===== config.mk =====
export PLATFORM = sky130hd
export DESIGN_NAME = vga_timing
export DESIGN_NICKNAME = d
export VERILOG_FILES = /design/src/rtl/vga_timing.sv
export SDC_FILE = /design/constraint.sdc
export NUM_CORES = 1
export LEC_CHECK = 0
export ABC_AREA = 1
export CAP_MARGIN = 40
export CORE_ASPECT_RATIO = 0.7
export CORE_MARGIN = 1
export CORE_UTILIZATION = 35
export DETAILED_ROUTE_END_ITERATION = 10
export PLACE_DENSITY = 0.51
export SYNTH_ARGS = -nofsm -noshare
export SYNTH_HDL_FRONTEND = slang
export SYNTH_SLANG_ARGS = --single-unit

===== constraint.sdc =====
create_clock -name clk -period 2.5 [get_ports clk]
set_input_delay 0.375 -clock clk [delete_from_list [all_inputs] [get_ports clk]]
set_output_delay 0.375 -clock clk [all_outputs]
set_load 0.02 [all_outputs]

===== src/rtl/vga_timing.sv =====
// ---------------------------------------------------------------------------
// vga_timing
//   Raster timing generator for 640x480@60 VGA (defaults), derived from a
//   system clock that is divided down to the pixel rate.
//
//   A pixel-rate enable advances a horizontal/vertical counter pair. Stage 1
//   registers the counters into the coordinates handed to the sprite logic
//   (vgax/vgay) plus the blanking and sync decodes. Stage 2 registers the
//   sprite pixel returned on pixel_in together with the sync decodes, so
//   video, hsync and vsync always leave this block aligned to each other,
//   exactly one pixel period after the coordinates that produced them.
//
// Ports
//   clk       in   1   system clock
//   rst       in   1   asynchronous reset, active-high
//   pixel_in  in   1   sprite pixel, combinational function of vgax/vgay
//   vgax      out  10  current column, 10'h3FF outside the active area
//   vgay      out  9   current row, 9'h1FF outside the active area
//   update    out  1   one-clk pulse per frame at the start of vertical blanking
//   hsync     out  1   horizontal sync, asserted level SYNC_POL
//   vsync     out  1   vertical sync, asserted level SYNC_POL
//   video     out  1   registered pixel, 0 during blanking
//
// Handshake: none. All outputs are plain registered levels; the only
// timing contract is that pixel_in must settle within one pixel period of
// a vgax/vgay change.
// ---------------------------------------------------------------------------
module vga_timing #(
  parameter int   CLK_DIV  = 2,
  parameter int   H_ACTIVE = 640,
  parameter int   H_FP     = 16,
  parameter int   H_SYNC   = 96,
  parameter int   H_BP     = 48,
  parameter int   V_ACTIVE = 480,
  parameter int   V_FP     = 10,
  parameter int   V_SYNC   = 2,
  parameter int   V_BP     = 33,
  parameter logic SYNC_POL = 1'b0
) (
  input  logic       clk,
  input  logic       rst,
  input  logic       pixel_in,
  output logic [9:0] vgax,
  output logic [8:0] vgay,
  output logic       update,
  output logic       hsync,
  output logic       vsync,
  output logic       video
);

  // -------------------------------------------------------------------------
  // Derived constants, all held at the 10-bit counter width so every
  // comparison is an unsigned 10-bit compare.
  // -------------------------------------------------------------------------
  localparam int H_TOTAL = H_ACTIVE + H_FP + H_SYNC + H_BP;
  localparam int V_TOTAL = V_ACTIVE + V_FP + V_SYNC + V_BP;
  localparam int DIV_W   = (CLK_DIV > 1) ? $clog2(CLK_DIV) : 1;

  localparam logic [DIV_W-1:0] DIV_LAST = DIV_W'(CLK_DIV - 1);

  localparam logic [9:0] H_ACT_C  = 10'(H_ACTIVE);
  localparam logic [9:0] H_LAST_C = 10'(H_TOTAL - 1);
  localparam logic [9:0] HS_BEG_C = 10'(H_ACTIVE + H_FP);
  localparam logic [9:0] HS_END_C = 10'(H_ACTIVE + H_FP + H_SYNC);

  localparam logic [9:0] V_ACT_C  = 10'(V_ACTIVE);
  localparam logic [9:0] V_LAST_C = 10'(V_TOTAL - 1);
  localparam logic [9:0] VS_BEG_C = 10'(V_ACTIVE + V_FP);
  localparam logic [9:0] VS_END_C = 10'(V_ACTIVE + V_FP + V_SYNC);

  // -------------------------------------------------------------------------
  // Pixel-rate enable
  // -------------------------------------------------------------------------
  logic [DIV_W-1:0] r_div;
  logic             w_pix_en;

  // With CLK_DIV=1 DIV_LAST is 0 and r_div never leaves 0, so the enable
  // is permanently high.
  assign w_pix_en = (r_div == DIV_LAST);

  always_ff @(posedge clk or posedge rst) begin
    if (rst) begin
      r_div <= '0;
    end else if (w_pix_en) begin
      r_div <= '0;
    end else begin
      r_div <= r_div + 1'b1;
    end
  end

  // -------------------------------------------------------------------------
  // Raster counters
  // -------------------------------------------------------------------------
  logic [9:0] r_h;
  logic [9:0] r_v;
  logic       w_h_wrap;
  logic       w_v_wrap;

  assign w_h_wrap = (r_h == H_LAST_C);
  assign w_v_wrap = (r_v == V_LAST_C);

  always_ff @(posedge clk or posedge rst) begin
    if (rst) begin
      r_h <= '0;
      r_v <= '0;
    end else if (w_pix_en) begin
      if (w_h_wrap) begin
        r_h <= '0;
        r_v <= w_v_wrap ? 10'd0 : (r_v + 10'd1);
      end else begin
        r_h <= r_h + 10'd1;
      end
    end
  end

  // -------------------------------------------------------------------------
  // Stage 1 decodes (combinational from the counters)
  // -------------------------------------------------------------------------
  logic w_h_act;
  logic w_v_act;
  logic w_hs;
  logic w_vs;

  assign w_h_act = (r_h < H_ACT_C);
  assign w_v_act = (r_v < V_ACT_C);
  assign w_hs    = (r_h >= HS_BEG_C) && (r_h < HS_END_C);
  assign w_vs    = (r_v >= VS_BEG_C) && (r_v < VS_END_C);

  // -------------------------------------------------------------------------
  // Stage 1 registers: coordinates presented to the sprite logic
  // -------------------------------------------------------------------------
  logic [9:0] r_vgax;
  logic [8:0] r_vgay;
  logic       r_active_s1;
  logic       r_hs_s1;
  logic       r_vs_s1;

  always_ff @(posedge clk or posedge rst) begin
    if (rst) begin
      r_vgax      <= '0;
      r_vgay      <= '0;
      r_active_s1 <= 1'b0;
      r_hs_s1     <= 1'b0;
      r_vs_s1     <= 1'b0;
    end else if (w_pix_en) begin
      r_vgax      <= w_h_act ? r_h : 10'h3FF;
      r_vgay      <= w_v_act ? r_v[8:0] : 9'h1FF;
      r_active_s1 <= w_h_act && w_v_act;
      r_hs_s1     <= w_hs;
      r_vs_s1     <= w_vs;
    end
  end

  // -------------------------------------------------------------------------
  // Stage 2 registers: pixel and syncs leave together
  // -------------------------------------------------------------------------
  logic r_video;
  logic r_hsync;
  logic r_vsync;

  always_ff @(posedge clk or posedge rst) begin
    if (rst) begin
      r_video <= 1'b0;
      r_hsync <= ~SYNC_POL;
      r_vsync <= ~SYNC_POL;
    end else if (w_pix_en) begin
      // Blanking gate uses the stage-1 flag so a sprite that ignores the
      // 3FF/1FF markers still cannot drive video outside the active area.
      r_video <= r_active_s1 & pixel_in;
      r_hsync <= r_hs_s1 ? SYNC_POL : ~SYNC_POL;
      r_vsync <= r_vs_s1 ? SYNC_POL : ~SYNC_POL;
    end
  end

  // -------------------------------------------------------------------------
  // Frame update pulse
  // -------------------------------------------------------------------------
  // The enable edge that loads stage 1 from (h=0, v=V_ACTIVE) is the edge
  // where vgay moves from the last visible row to 1FF. Registering the
  // decode on that same edge makes update high for exactly the first clk
  // of vertical blanking.
  logic r_update;

  always_ff @(posedge clk or posedge rst) begin
    if (rst) begin
      r_update <= 1'b0;
    end else begin
      r_update <= w_pix_en && (r_h == 10'd0) && (r_v == V_ACT_C);
    end
  end

  // -------------------------------------------------------------------------
  // Outputs
  // -------------------------------------------------------------------------
  assign vgax   = r_vgax;
  assign vgay   = r_vgay;
  assign update = r_update;
  assign hsync  = r_hsync;
  assign vsync  = r_vsync;
  assign video  = r_video;

endmodule


==> results.sh, run 1 <==
export IMPL_status="finished, final reports clean"
export IMPL_grt_use_total_pct=17.3
export IMPL_synth_seq_cells=47
export IMPL_die_w_um=97.6
export IMPL_finalHoldViolCount=0
export IMPL_maxSlewHeadroom_pct=63.1
export IMPL_routed_wl_um=5130
export IMPL_slowest_delay_ns=0.59
export IMPL_cts_buffers=5
export IMPL_n_antenna_cell=0
export IMPL_place_detailed_hpwl_um=3740
export IMPL_fillers=621
export IMPL_p_int_uw=965
export IMPL_ir_worst_vdd_mv=0.250
export IMPL_synth_top_area_cell="dfrtp_1"
export IMPL_max_cap_violations=0
export IMPL_htree_levels=2
export IMPL_power_leakage_uw=0.00133
export IMPL_ys_types=30
export IMPL_yosys_top_cells_area="dfrtp_1 (50%), nand2_1 (9.2%), inv_1 (5.5%)"
export IMPL_critPathRequiredTime_ns=2.12
export IMPL_drt_antenna_violating_nets=0
export IMPL_netlist_area_um2=2240
export IMPL_hold_ws_ns=0.427
export IMPL_port_buffers=25
export IMPL_vias=1804
export IMPL_postSynthCellCount=266
export IMPL_crit_family="buffers and inverters"
export IMPL_cp_num_buf_inv=1
export IMPL_cts_sinks=47
export IMPL_path_clk_slew_ns=0.09
export IMPL_start_kind="flip-flop"
export IMPL_fp_row_count=23
export IMPL_place_gp_congestion=0.802
export IMPL_cp_end_kind="output port"
export IMPL_finalSetupTns_ns=0
export IMPL_final_common_cell="nand2_1"
export IMPL_die_h_um=68.9
export IMPL_multi_input_area_um2=871
export IMPL_nets=300
export IMPL_critPathArrivalTime_ns=1.43
export IMPL_drtIter0Drc=212
export IMPL_clock_root_buffer="clkbuf_8"
export IMPL_mostFrequentLayoutCells="nand2_1 (55), dfrtp_1 (45), inv_1 (32), nor2_1 (32), clkdlybuf4s50_1 (25)"
export IMPL_grt_max_degree=25
export IMPL_p_sw_share_pct=21.8
export IMPL_post_cts_setup_buffers=0
export IMPL_critPathKind="reg2out"
export IMPL_via_per_inst=4.89
export IMPL_comb_power_share_pct=2.1
export IMPL_antenna_found_initial=0
export IMPL_max_clock_freq_mhz=554
export IMPL_rsz0062_at_grt="false"
export IMPL_drt_pass1_iterations=5
export IMPL_grt_first_pass_wirelength_um=8840
export IMPL_finalCritPeriodShare_pct=72.2
export IMPL_area_growth_pct=18.4
export IMPL_pwr_share_clk_pct=36.3
export IMPL_drc=0
export IMPL_maxSlewViolCount=0
export IMPL_power_net_switching_uw=270
export IMPL_cts_tree="yes"
export IMPL_synth_area_per_cell_um2=8.41
export IMPL_cts_hold_fix_buffers=0
export IMPL_post_cts_resize_count=0
export IMPL_clk_path_buf_depth=2
export IMPL_worstMarginPinSlew_ns=0.552
export IMPL_hp_class="reg2reg"
export IMPL_wl_per_cell_um=13.9
export IMPL_syn_nets=273
export IMPL_p_seq_share_pct=61.6
export IMPL_grt_pass1_vias=1686
export IMPL_dp_cells=361
export IMPL_ys_seq_area_share_pct=52.7
export IMPL_drive_gt1_share_pct=9.18
export IMPL_stdcell_count=369
export IMPL_pin_count=26
export IMPL_insertion_delay_ns=0.30
export IMPL_synth_top_cell_area_share_pct=50.3
export IMPL_initial_core_util_pct=37.7
export IMPL_regArea_um2=1180
export IMPL_reg2reg_slack_ns=0.88
export IMPL_fin_crit_ns=1.80
export IMPL_cp_max_fo=2
export IMPL_finalSetupViolations=0
export IMPL_clock_skew_ns=0.0110
export IMPL_crit_chain="clkdlybuf4s50_1"
export IMPL_fp_dieArea_um2=6720
export IMPL_grt_remaining_overflow=0
export IMPL_power_density_nw_per_um2=466
export IMPL_yosysWarnings=0
export IMPL_critPathSlowestCell="clkdlybuf4s50_1"
export IMPL_core_area_um2=5930
## synthesized netlist by cell type (all sizes together)
cell type   n
nand4       3
o21ai      16
inv        35
clkbuf      4
dfstp       2
nand2      57
o22a        1
nand3      21
buf         5
nor2       35
a31oi       3
xor2        6
dfrtp      45
a21oi      12
ha          4
nor3        8
nor4        2
or2         2
o22ai       5
## flip-flops by register name, indices dropped and copies added, names as in the netlist
name,flops
vsync,1
video,1
r_v,10
vgay,9
r_h,10
r_active_s1,1
r_vs_s1,1
r_hs_s1,1
hsync,1
vgax,10
r_div,1
update,1
## power by group through the flow
stage / Clock, uW / Sequential (uW) / Combinational [uW]
after detailed placement: 0 / 776 / 27.2
after global routing: 497 / 761 / 29.8
after CTS: 464 / 761 / 27.3
after global placement: 0 / 776 / 27.3
after floorplan: 0 / 777 / 11.8
final: 448 / 761 / 25.6
## kinds of logic after synthesis
logic type                 count (synthesis)  synth area share (%)
AOI/OAI and AO/OA                         37                  9.45
xor gates and xnor gates                   6                  2.35
adders and majority gates                  4                  2.24
buffers and inverters                     44                  8.39
DFF                                       47                  52.7
and+or+nand+nor                          128                  24.9
## through the flow
step                      setup slack (ns)  cell area (um^2)  total power [uW]  utilization (%)
after floorplan                       1.01              2240               789                -
after global placement               0.962              2570               803             43.3
after detailed placement             0.903              2570               803             43.3
after CTS                            0.688              2650              1250             44.7
after global routing                 0.659              2650              1290             44.7
final                                0.696              2650              1230             44.7
## cell type report
cell class / count / share of cell area (%)
repair buffers: 29 / 11.1
flip-flops and latches: 47 / 44.5
multi-input cells: 175 / 32.9
well taps: 75 / 3.54
clock buffers: 7 / 2.88
clock inverters: 1 / 0.189
inverters: 35 / 4.96
## metal layers
metal / track usage (%) / part of all wire, % / vias to the layer above
li1: - / - / 908
met1: 26.9 / 57 / 859
met2: 23.5 / 40 / 35
met3: 4.03 / 3.5 / 2
met4: 4.41 / 0.37 / 0
met5: 0 / 0 / -
## path summary, 6_finish.rpt
path | depth (start not counted) | startpoint | end
worst min-delay path | 1 | r_hs_s1 | hsync
worst max-delay path | 1 | hsync | hsync
min in group asynchronous | 2 | rst | r_hs_s1
worst min register to register | 1 | r_hs_s1 | hsync
worst max register to register | 8 | r_h[0] | r_v[6]
max in group asynchronous | 3 | rst | vgax[2]
Power figures use the tool's default switching activity.
==> run 2: changes to the inputs <==
clock period = 1.8 ns   (was 2.5 ns; I/O delays follow)
==> run 2 against run 1 <==
Register-to-register slack got worse by 0.61 ns. Critical path depth unchanged. Combinational power increased by 35%. Count of clock-buffer cells in the layout increased by 1. Core utilization increased by 0.36 points. Via count increased by 1.0%. Total power increased by 37%. Clock skew decreased by 0.0065 ns. Largest cell class unchanged.
==> results.sh, run 2 (synthesis gave the netlist of run 1 again) <==
export IMPL_status="finished, final reports clean"
export IMPL_cts_tree="yes"
export IMPL_fin_crit_ns=1.68
export IMPL_place_detailed_hpwl_um=3570
export IMPL_hold_ws_ns=0.250
export IMPL_finalSetupViolations=0
export IMPL_stdcell_count=372
export IMPL_slowest_delay_ns=0.59
export IMPL_grt_use_total_pct=16.1
export IMPL_final_area_um2=2670
export IMPL_area_growth_pct=19.4
export IMPL_maxSlewViolCount=0
export IMPL_critPathArrivalTime_ns=1.41
export IMPL_placed_area_um2=2590
export IMPL_cp_max_fo=2
export IMPL_pin_count=26
export IMPL_grt_pass1_vias=1655
export IMPL_drt_pass1_iterations=4
export IMPL_grt_first_pass_wirelength_um=8340
export IMPL_cp_end_kind="output port"
export IMPL_cts_hold_fix_buffers=0
export IMPL_routed_wl_um=4970
export IMPL_crit_family="buffers and inverters"
export IMPL_worstMarginPinSlew_ns=0.321
export IMPL_die_w_um=97.6
export IMPL_post_cts_resize_count=0
export IMPL_vias=1822
export IMPL_critPathSlowestCell="clkdlybuf4s50_1"
export IMPL_max_cap_violations=0
export IMPL_drtIter0Drc=173
export IMPL_power_leakage_uw=0.00134
export IMPL_rsz0062_at_grt="false"
export IMPL_grt_max_degree=35
export IMPL_core_area_um2=5930
export IMPL_cp_num_buf_inv=1
export IMPL_n_antenna_cell=0
export IMPL_fp_dieArea_um2=6720
export IMPL_fp_row_count=23
export IMPL_drt_antenna_violating_nets=0
export IMPL_post_cts_setup_buffers=0
export IMPL_drc=0
export IMPL_cts_buffers=5
export IMPL_via_per_inst=4.90
export IMPL_cts_sinks=47
export IMPL_clock_root_buffer="clkbuf_8"
export IMPL_finalHoldViolCount=0
export IMPL_htree_levels=2
export IMPL_hp_class="in2async"
export IMPL_port_buffers=25
export IMPL_antenna_found_initial=0
export IMPL_path_clk_slew_ns=0.08
export IMPL_initial_core_util_pct=37.7
export IMPL_clk_path_buf_depth=2
export IMPL_finalCritPeriodShare_pct=93.4
export IMPL_mostFrequentLayoutCells="nand2_1 (55), dfrtp_1 (45), inv_1 (32), nor2_1 (32), clkdlybuf4s50_1 (25)"
export IMPL_dp_cells=364
export IMPL_critPathRequiredTime_ns=1.53
export IMPL_clock_skew_ns=0.00451
export IMPL_insertion_delay_ns=0.29
export IMPL_place_gp_congestion=0.832
export IMPL_wl_per_cell_um=13.4
export IMPL_maxSlewHeadroom_pct=78.6
export IMPL_fillers=613
export IMPL_grt_remaining_overflow=0
export IMPL_power_density_nw_per_um2=636
export IMPL_final_common_cell="nand2_1"
export IMPL_critPathKind="reg2out"
export IMPL_crit_chain="clkdlybuf4s50_1"
export IMPL_start_kind="flip-flop"
export IMPL_die_h_um=68.9
export IMPL_ir_worst_vdd_mv=0.348
export IMPL_drive_gt1_share_pct=9.76
export IMPL_nets=303
export IMPL_finalSetupTns_ns=0
export IMPL_max_clock_freq_mhz=595
[run 2: area by class of cell]
cell class | count | area, um^2 | area share [%]
well taps | 75 | 93.8 | 3.51
clock buffers | 8 | 80.1 | 3.00
flip-flops and latches | 47 | 1180 | 44.1
multi-input cells | 175 | 871 | 32.6
inverters | 35 | 131 | 4.92
repair buffers | 32 | 315 | 11.8
[run 2: per-stage QoR]
| stage | power [uW] | setup WS [ns] | util [%] |
|---|---|---|---|
| 6_report | 1700 | 0.119 | 45.0 |
| 5_1_grt | 1770 | 0.0818 | 45.0 |
| 4_1_cts | 1730 | 0.103 | 45.0 |
| 3_5_place_dp | 1120 | 0.296 | 43.7 |
| 3_3_place_gp | 1120 | 0.365 | 43.7 |
| 2_1_floorplan | 1100 | 0.417 | - |
[run 2: routing by layer]
layer / vias up / share of wire [%] / global-route usage (%)
met5: - / 0 / 0
met4: 0 / 0.54 / 3.86
met3: 2 / 5.3 / 3.73
met2: 51 / 38 / 22.1
met1: 853 / 56 / 25.1
li1: 916 / - / -
[run 2: path summary, 6_finish.rpt]
kind | slack, ns | to | from | cells past startpoint
max in group asynchronous | 1.07 | vgax[1] | rst | 3
max reg2reg | 0.27 | r_v[1] | r_v[1] | 7
min | 0.25 | video | rst | 2
max | 0.12 | hsync | hsync | 1
min in group clk | 0.43 | hsync | r_hs_s1 | 1
min reg2reg | 0.43 | hsync | r_hs_s1 | 1
[run 2: power breakdown]
group | total (uW) | internal [uW] | switching (uW)
clock | 606 | 277 | 329
sequential | 1060 | 1060 | 0.561
combinational | 34.6 | 10.8 | 23.8
total | 1700 | 1340 | 354
==> run 3: changes to the inputs <==
CAP_MARGIN = 15   (was 40)
==> results of run 3 <==
Final layout, timing and power as in run 2 (identical DEF).
